`src/rtl/spi_slave_byte_rx_pkg.sv`:
```
// Shared defaults and state encoding for the SPI slave receive path.
// Also used by the downstream word splitter and its TX counterpart.
package spi_slave_byte_rx_pkg;

  localparam int SPI_DATA_WIDTH_DEF = 8;
  localparam int SYNC_STAGES_DEF    = 2;

  typedef enum logic [1:0] {
    WAIT_IDLE = 2'd0,
    IDLE      = 2'd1,
    SHIFT     = 2'd2
  } spi_state_t;

endpackage

```
`src/rtl/spi_slave_byte_rx_sync_edge.sv`:
```
// 1-bit synchroniser plus registered rise/fall detector.
// Latency: level after SYNC_STAGES clk, edge flags one clk later; no backpressure.
module spi_slave_byte_rx_sync_edge #(
  parameter int SYNC_STAGES = 2
) (
  input  logic clk,
  input  logic rst,
  input  logic din,
  output logic sync,
  output logic rise,
  output logic fall
);

  logic [SYNC_STAGES-1:0] chain;
  logic                   prev;

  always_ff @(posedge clk or negedge rst) begin
    if (!rst) begin
      chain <= '0;
      prev  <= 1'b0;
      rise  <= 1'b0;
      fall  <= 1'b0;
    end else begin
      chain <= {chain[SYNC_STAGES-2:0], din};
      prev  <= chain[SYNC_STAGES-1];
      rise  <= chain[SYNC_STAGES-1] & ~prev;
      fall  <= ~chain[SYNC_STAGES-1] & prev;
    end
  end

  assign sync = chain[SYNC_STAGES-1];

endmodule

```
`src/rtl/spi_slave_byte_rx.sv`:
```
// SPI mode-0 slave receiver: spi_ready/from_spi SYNC_STAGES+2 clk after the completing sclk rise.
// No backpressure (consumer must take every strobe); SPI_SLAVE_TX_EN adds the MISO reply shifter.
module spi_slave_byte_rx
  import spi_slave_byte_rx_pkg::*;
#(
  parameter int SPI_DATA_WIDTH = SPI_DATA_WIDTH_DEF,
  parameter int SYNC_STAGES    = SYNC_STAGES_DEF
) (
  input  logic                      clk,
  input  logic                      rst,
  input  logic                      sclk,
  input  logic                      mosi,
  input  logic                      cs_n,
  output logic                      miso,
  input  logic [SPI_DATA_WIDTH-1:0] tx_data,
  output logic                      tx_load,
  output logic                      spi_ready,
  output logic [SPI_DATA_WIDTH-1:0] from_spi,
  output logic                      spi_abort,
  output logic                      busy
);

  localparam int CW = $clog2(SPI_DATA_WIDTH);
  localparam logic [CW-1:0] LAST = CW'(SPI_DATA_WIDTH - 1);

  logic sclk_s, sclk_rise, sclk_fall;
  logic cs_s, cs_rise, cs_fall;
  logic [SYNC_STAGES-1:0] mosi_chain;
  logic mosi_s, sclk_r;

  spi_slave_byte_rx_sync_edge #(.SYNC_STAGES(SYNC_STAGES)) u_sclk (
    .clk(clk), .rst(rst), .din(sclk), .sync(sclk_s), .rise(sclk_rise), .fall(sclk_fall)
  );

  spi_slave_byte_rx_sync_edge #(.SYNC_STAGES(SYNC_STAGES)) u_cs (
    .clk(clk), .rst(rst), .din(cs_n), .sync(cs_s), .rise(cs_rise), .fall(cs_fall)
  );

  always_ff @(posedge clk or negedge rst) begin
    if (!rst) mosi_chain <= '0;
    else      mosi_chain <= {mosi_chain[SYNC_STAGES-2:0], mosi};
  end
  assign mosi_s = mosi_chain[SYNC_STAGES-1];

  // An edge only counts if the level still holds a clk later (rejects 1-clk glitches).
  assign sclk_r = sclk_rise & sclk_s;

  spi_state_t                state, state_nxt;
  logic [CW-1:0]             cnt, cnt_nxt;
  logic [SPI_DATA_WIDTH-1:0] shift_rx, shift_nxt;
  logic                      word_done, abort_nxt, frame_start;

  always_comb begin
    state_nxt   = state;
    cnt_nxt     = cnt;
    shift_nxt   = shift_rx;
    word_done   = 1'b0;
    abort_nxt   = 1'b0;
    frame_start = 1'b0;
    case (state)
      WAIT_IDLE: if (cs_s) state_nxt = IDLE;
      IDLE: begin
        if (cs_fall) begin
          state_nxt   = SHIFT;
          cnt_nxt     = '0;
          frame_start = 1'b1;
        end
      end
      SHIFT: begin
        if (sclk_r) begin
          shift_nxt = {shift_rx[SPI_DATA_WIDTH-2:0], mosi_s};
          if (cnt == LAST) begin
            cnt_nxt   = '0;
            word_done = 1'b1;
          end else begin
            cnt_nxt = cnt + 1'b1;
          end
        end
        // Checked after the shift so a final rise coincident with cs_n rise still completes.
        if (cs_rise) begin
          state_nxt = IDLE;
          abort_nxt = (cnt_nxt != '0);
          cnt_nxt   = '0;
        end
      end
      default: state_nxt = WAIT_IDLE;
    endcase
  end

  always_ff @(posedge clk or negedge rst) begin
    if (!rst) begin
      state     <= WAIT_IDLE;
      cnt       <= '0;
      shift_rx  <= '0;
      from_spi  <= '0;
      spi_ready <= 1'b0;
      spi_abort <= 1'b0;
    end else begin
      state     <= state_nxt;
      cnt       <= cnt_nxt;
      shift_rx  <= shift_nxt;
      spi_ready <= word_done;
      spi_abort <= abort_nxt;
      if (word_done) from_spi <= shift_nxt;
    end
  end

  assign busy = (state == SHIFT);

`ifdef SPI_SLAVE_TX_EN
  logic [SPI_DATA_WIDTH-1:0] shift_tx;
  logic                      sclk_f;

  assign sclk_f  = sclk_fall & ~sclk_s;
  assign tx_load = frame_start | (spi_ready & (state == SHIFT));

  // The fall that ends a word (cnt back at 0) must not shift away the freshly loaded MSB.
  always_ff @(posedge clk or negedge rst) begin
    if (!rst)                                         shift_tx <= '0;
    else if (tx_load)                                 shift_tx <= tx_data;
    else if ((state == SHIFT) && sclk_f && cnt != '0) shift_tx <= {shift_tx[SPI_DATA_WIDTH-2:0], 1'b0};
  end

  assign miso = shift_tx[SPI_DATA_WIDTH-1];
`else
  logic unused_tx;
  assign unused_tx = ^{tx_data, sclk_fall, frame_start};
  assign tx_load   = 1'b0;
  assign miso      = 1'b0;
`endif

endmodule
```
`config.mk`:
```
export PLATFORM = sky130hd
export DESIGN_NAME = spi_slave_byte_rx
export DESIGN_NICKNAME = d
export VERILOG_FILES = /design/src/rtl/spi_slave_byte_rx_pkg.sv /design/src/rtl/spi_slave_byte_rx_sync_edge.sv /design/src/rtl/spi_slave_byte_rx.sv
export SDC_FILE = /design/constraint.sdc
export NUM_CORES = 1
export LEC_CHECK = 0
export ABC_CLOCK_PERIOD_IN_PS = 1800
export BUFFER_PORTS_ARGS = -buffer_cell sky130_fd_sc_hd__buf_2
export CAP_MARGIN = 20
export CORE_ASPECT_RATIO = 0.7
export CORE_MARGIN = 4
export CORE_UTILIZATION = 50
export CTS_CLUSTER_DIAMETER = 150
export DETAILED_ROUTE_END_ITERATION = 8
export GPL_TIMING_DRIVEN = 0
export PLACE_DENSITY_LB_ADDON = 0.1
export SETUP_SLACK_MARGIN = 0.4
export SLEW_MARGIN = 20
export SYNTH_ARGS = -nofsm -noshare
export SYNTH_HDL_FRONTEND = slang
export SYNTH_SLANG_ARGS = --single-unit
```
`constraint.sdc`:
```
create_clock -name clk -period 1.8 [get_ports clk]
set_input_delay 0.09 -clock clk [delete_from_list [all_inputs] [get_ports clk]]
set_output_delay 0.09 -clock clk [all_outputs]
set_load 0.03 [all_outputs]
```
==> impl_results.md <==
- Detail Route Antenna Nets: 0
- Largest net degree at the start of global routing: 34
- # IOs: 26
- Port Buf Inserts: 15
- Top cell type's share of synthesized area: 0.643
- Leakage: 0.842 nW
- Power Density: 1030 nW/um^2
- Overall power: 1.62 mW
- Num rows: 15
- Vias per Instance: 5.05
- H-tree lvl count: 2
- Largest area contributor in the netlist: dfrtp_1
- Drt first pass iters: 4
- Initial DRC count: 21
- Initial antenna violation count: 0
- Initial Utilization: 0.522
- Most frequent cells in the layout: dfrtp_1, buf_2, mux2_2, nand3_1, clkbuf_8
- Maxcap violations: 0
- Total gr overflow: 0
- Seq/Total Area, Yosys: 0.643
- F_max: 696 MHz
- Slew @ Worst Pin: 0.691 ns
- Slowest cell on crit path: or4_4
- Crit path max fanout: 4
- Die width: 68.6 um
- Final Net Count: 131
- Crit path max-delay family: simple AND/OR/NAND/NOR gates
- Clk root buf: clkbuf_8
- Via count: 757
- Via count of the first global-routing pass: 769
- CTS tree: built
- Worst Skew: 0.00655 ns
- Setup TNS: 0 ns
- Status: completed
- Routability cong.: 0.774
- Chip height: 50.4 um
- Core Area: 2460 um^2
- Gr usage total: 0.148
- Fin crit share: 0.798
- CP startpoint kind: flip-flop
- Layout area overhead: 23.1%
- Worst VDD drop: 0.510 mV
- Mapped Area: 1280 um^2
- Final Cell Area: 1580 um^2
- Place WS: 0.348 ns
- Diode count: 0
- Mapped Cells: 86
- Wire length per cell: 13.1 um
- CTS buffer count: 5
- Rel. slew slack: 0.539
- Synth warn: 0
- Clk_lat worst skew: 0.28 ns
- Post-synthesis average cell area: 14.9 um^2
- Worst path max stage delay: 0.54 ns
- Worst Path Required: 2.02 ns
- Clock slew at reported path FFs: 0.06 ns
- Synth area leaders: dfrtp_1, mux2_2, mux2_4
- Setup-violating endpoint count in the final report: 0
- WP data arrival: 1.66 ns
- Crit end category: flip-flop
- Setup CP Type: flip-flop to flip-flop
- Distinct cell type count of the synthesized netlist: 24
- Setup slack after layout: 0.364 ns
- Worst Path Buf+Inv: 0
- Commonest non-fill, non-tap cell in the layout: dfrtp_1
- Layout cells sized above 1: 0.440
- Hold Fails Final Rpt: 0
- DRT Wirelength: 1960 um
- Crit-path cells: ha_2, ha_4, or4_4, nand3_2
- Clock tree buffer depth: 2
- Synth Register Bits: 33
- Remaining DRCs: 0
- Placed instance area: 1420 um^2
- Clock sinks: 33
- Minimum clock period: 1.44 ns
- First-pass GRT wire length: 3600 um
- Worst hold path type: flip-flop to flip-flop
- Die area: 3460 um^2
- RSZ-0062 raised after global routing: true
- Final Max Slew Viols: 0
[Yosys cell counts, drive strengths merged]
| library cell | instances |
|---|---|
| nor2 | 2 |
| a211oi | 1 |
| nand2b | 1 |
| buf | 2 |
| nor2b | 3 |
| nand3b | 1 |
| nand2 | 3 |
| dfrtp | 33 |
| o31ai | 1 |
| inv | 3 |
| or4 | 2 |
| mux2 | 15 |
| nand3 | 7 |
| mux2i | 2 |
| conb | 1 |
| a2111oi | 1 |
| ha | 2 |
| a21oi | 1 |
| nand4 | 1 |
| o21ai | 2 |
| nand4b | 1 |
| a21o | 1 |
[registers in the layout (all words and copies together), names as in the netlist]
signal,cells
u_sclk.chain,2
mosi_chain,2
u_cs.chain,2
u_sclk.rise,1
spi_ready,1
u_sclk.prev,1
u_cs.fall,1
u_cs.rise,1
spi_abort,1
state,2
from_spi,8
u_cs.prev,1
cnt,3
shift_rx,7
[final cells by class]
cell class                      instances  area (um^2)
Clock buffer                            7         86.3
Multi-Input combinational cell         49          457
Fill cell                             189          878
Sequential cell                        33          828
Timing Repair Buffer                   22          138
Buffer                                  2         15.0
Inverter                                3         13.8
Tap cell                               34         42.5
[power breakdown]
group / switching, mW / internal (mW)
Clock: 0.241 / 0.303
Combinational: 0.110 / 0.106
Sequential: 0.0614 / 0.801
Total: 0.412 / 1.21
[metrics by stage]
| stage | hold slack (ns) | util | cells |
|---|---|---|---|
| 6_report | 0.348 | 0.643 | 150 |
| 5_1_grt | 0.359 | 0.643 | 150 |
| 4_1_cts | 0.353 | 0.636 | 149 |
| 3_5_place_dp | 0.184 | 0.578 | 136 |
| 3_3_place_gp | 0.178 | 0.578 | 136 |
| 2_1_floorplan | -0.206 | - | 87 |
[per-layer routing]
layer / vias to the layer above / GRT usage / wire, um
li1: 361 / - / -
met1: 369 / 0.196 / 951
met2: 20 / 0.200 / 836
met3: 7 / 0.0537 / 116
met4: 0 / 0.0990 / 57
met5: - / 0 / 0
[worst reg2reg max path, cell delays in order (launching register included)]
cell	delay [ns]
dfrtp_1	0.39
ha_2	0.20
ha_4	0.18
or4_4	0.54
nand3_2	0.07
[cell families (layout without fill, tap and decap cells)]
family / after synthesis / count (layout) / share of synthesized area
fa+ha+maj: 2 / 2 / 0.0195
mux: 17 / 17 / 0.156
other cells: 1 / 2 / 0.00292
compound gates: 7 / 7 / 0.0361
flops: 33 / 33 / 0.643
buf+inv: 5 / 34 / 0.0224
simple gates: 21 / 21 / 0.120
[repair_timing]
action / 4_1_cts / 5_1_grt
resized for setup: 1 / 3
buffers inserted: 2 / 1
hold buffers: 4 / 0
hold endpoints to repair: 36 / 0
pin swaps: 2 / 4
cloned: 0 / 0
endpoints found under the setup margin: 10 / 10
[path summary, 6_finish.rpt]
kind,slack [ns],cells past startpoint,endpoint,startpoint
max,0.36,4,cnt[1],cnt[0]
min,0.35,0,u_cs.chain[1],u_cs.chain[0]
max reg2reg,0.36,4,cnt[1],cnt[0]
min reg2reg,0.35,0,u_cs.chain[1],u_cs.chain[0]
max in group asynchronous,0.92,2,u_sclk.chain[1],rst
min in group asynchronous,0.39,2,spi_ready,rst
Note: power is estimated with default switching activity, not from simulation.
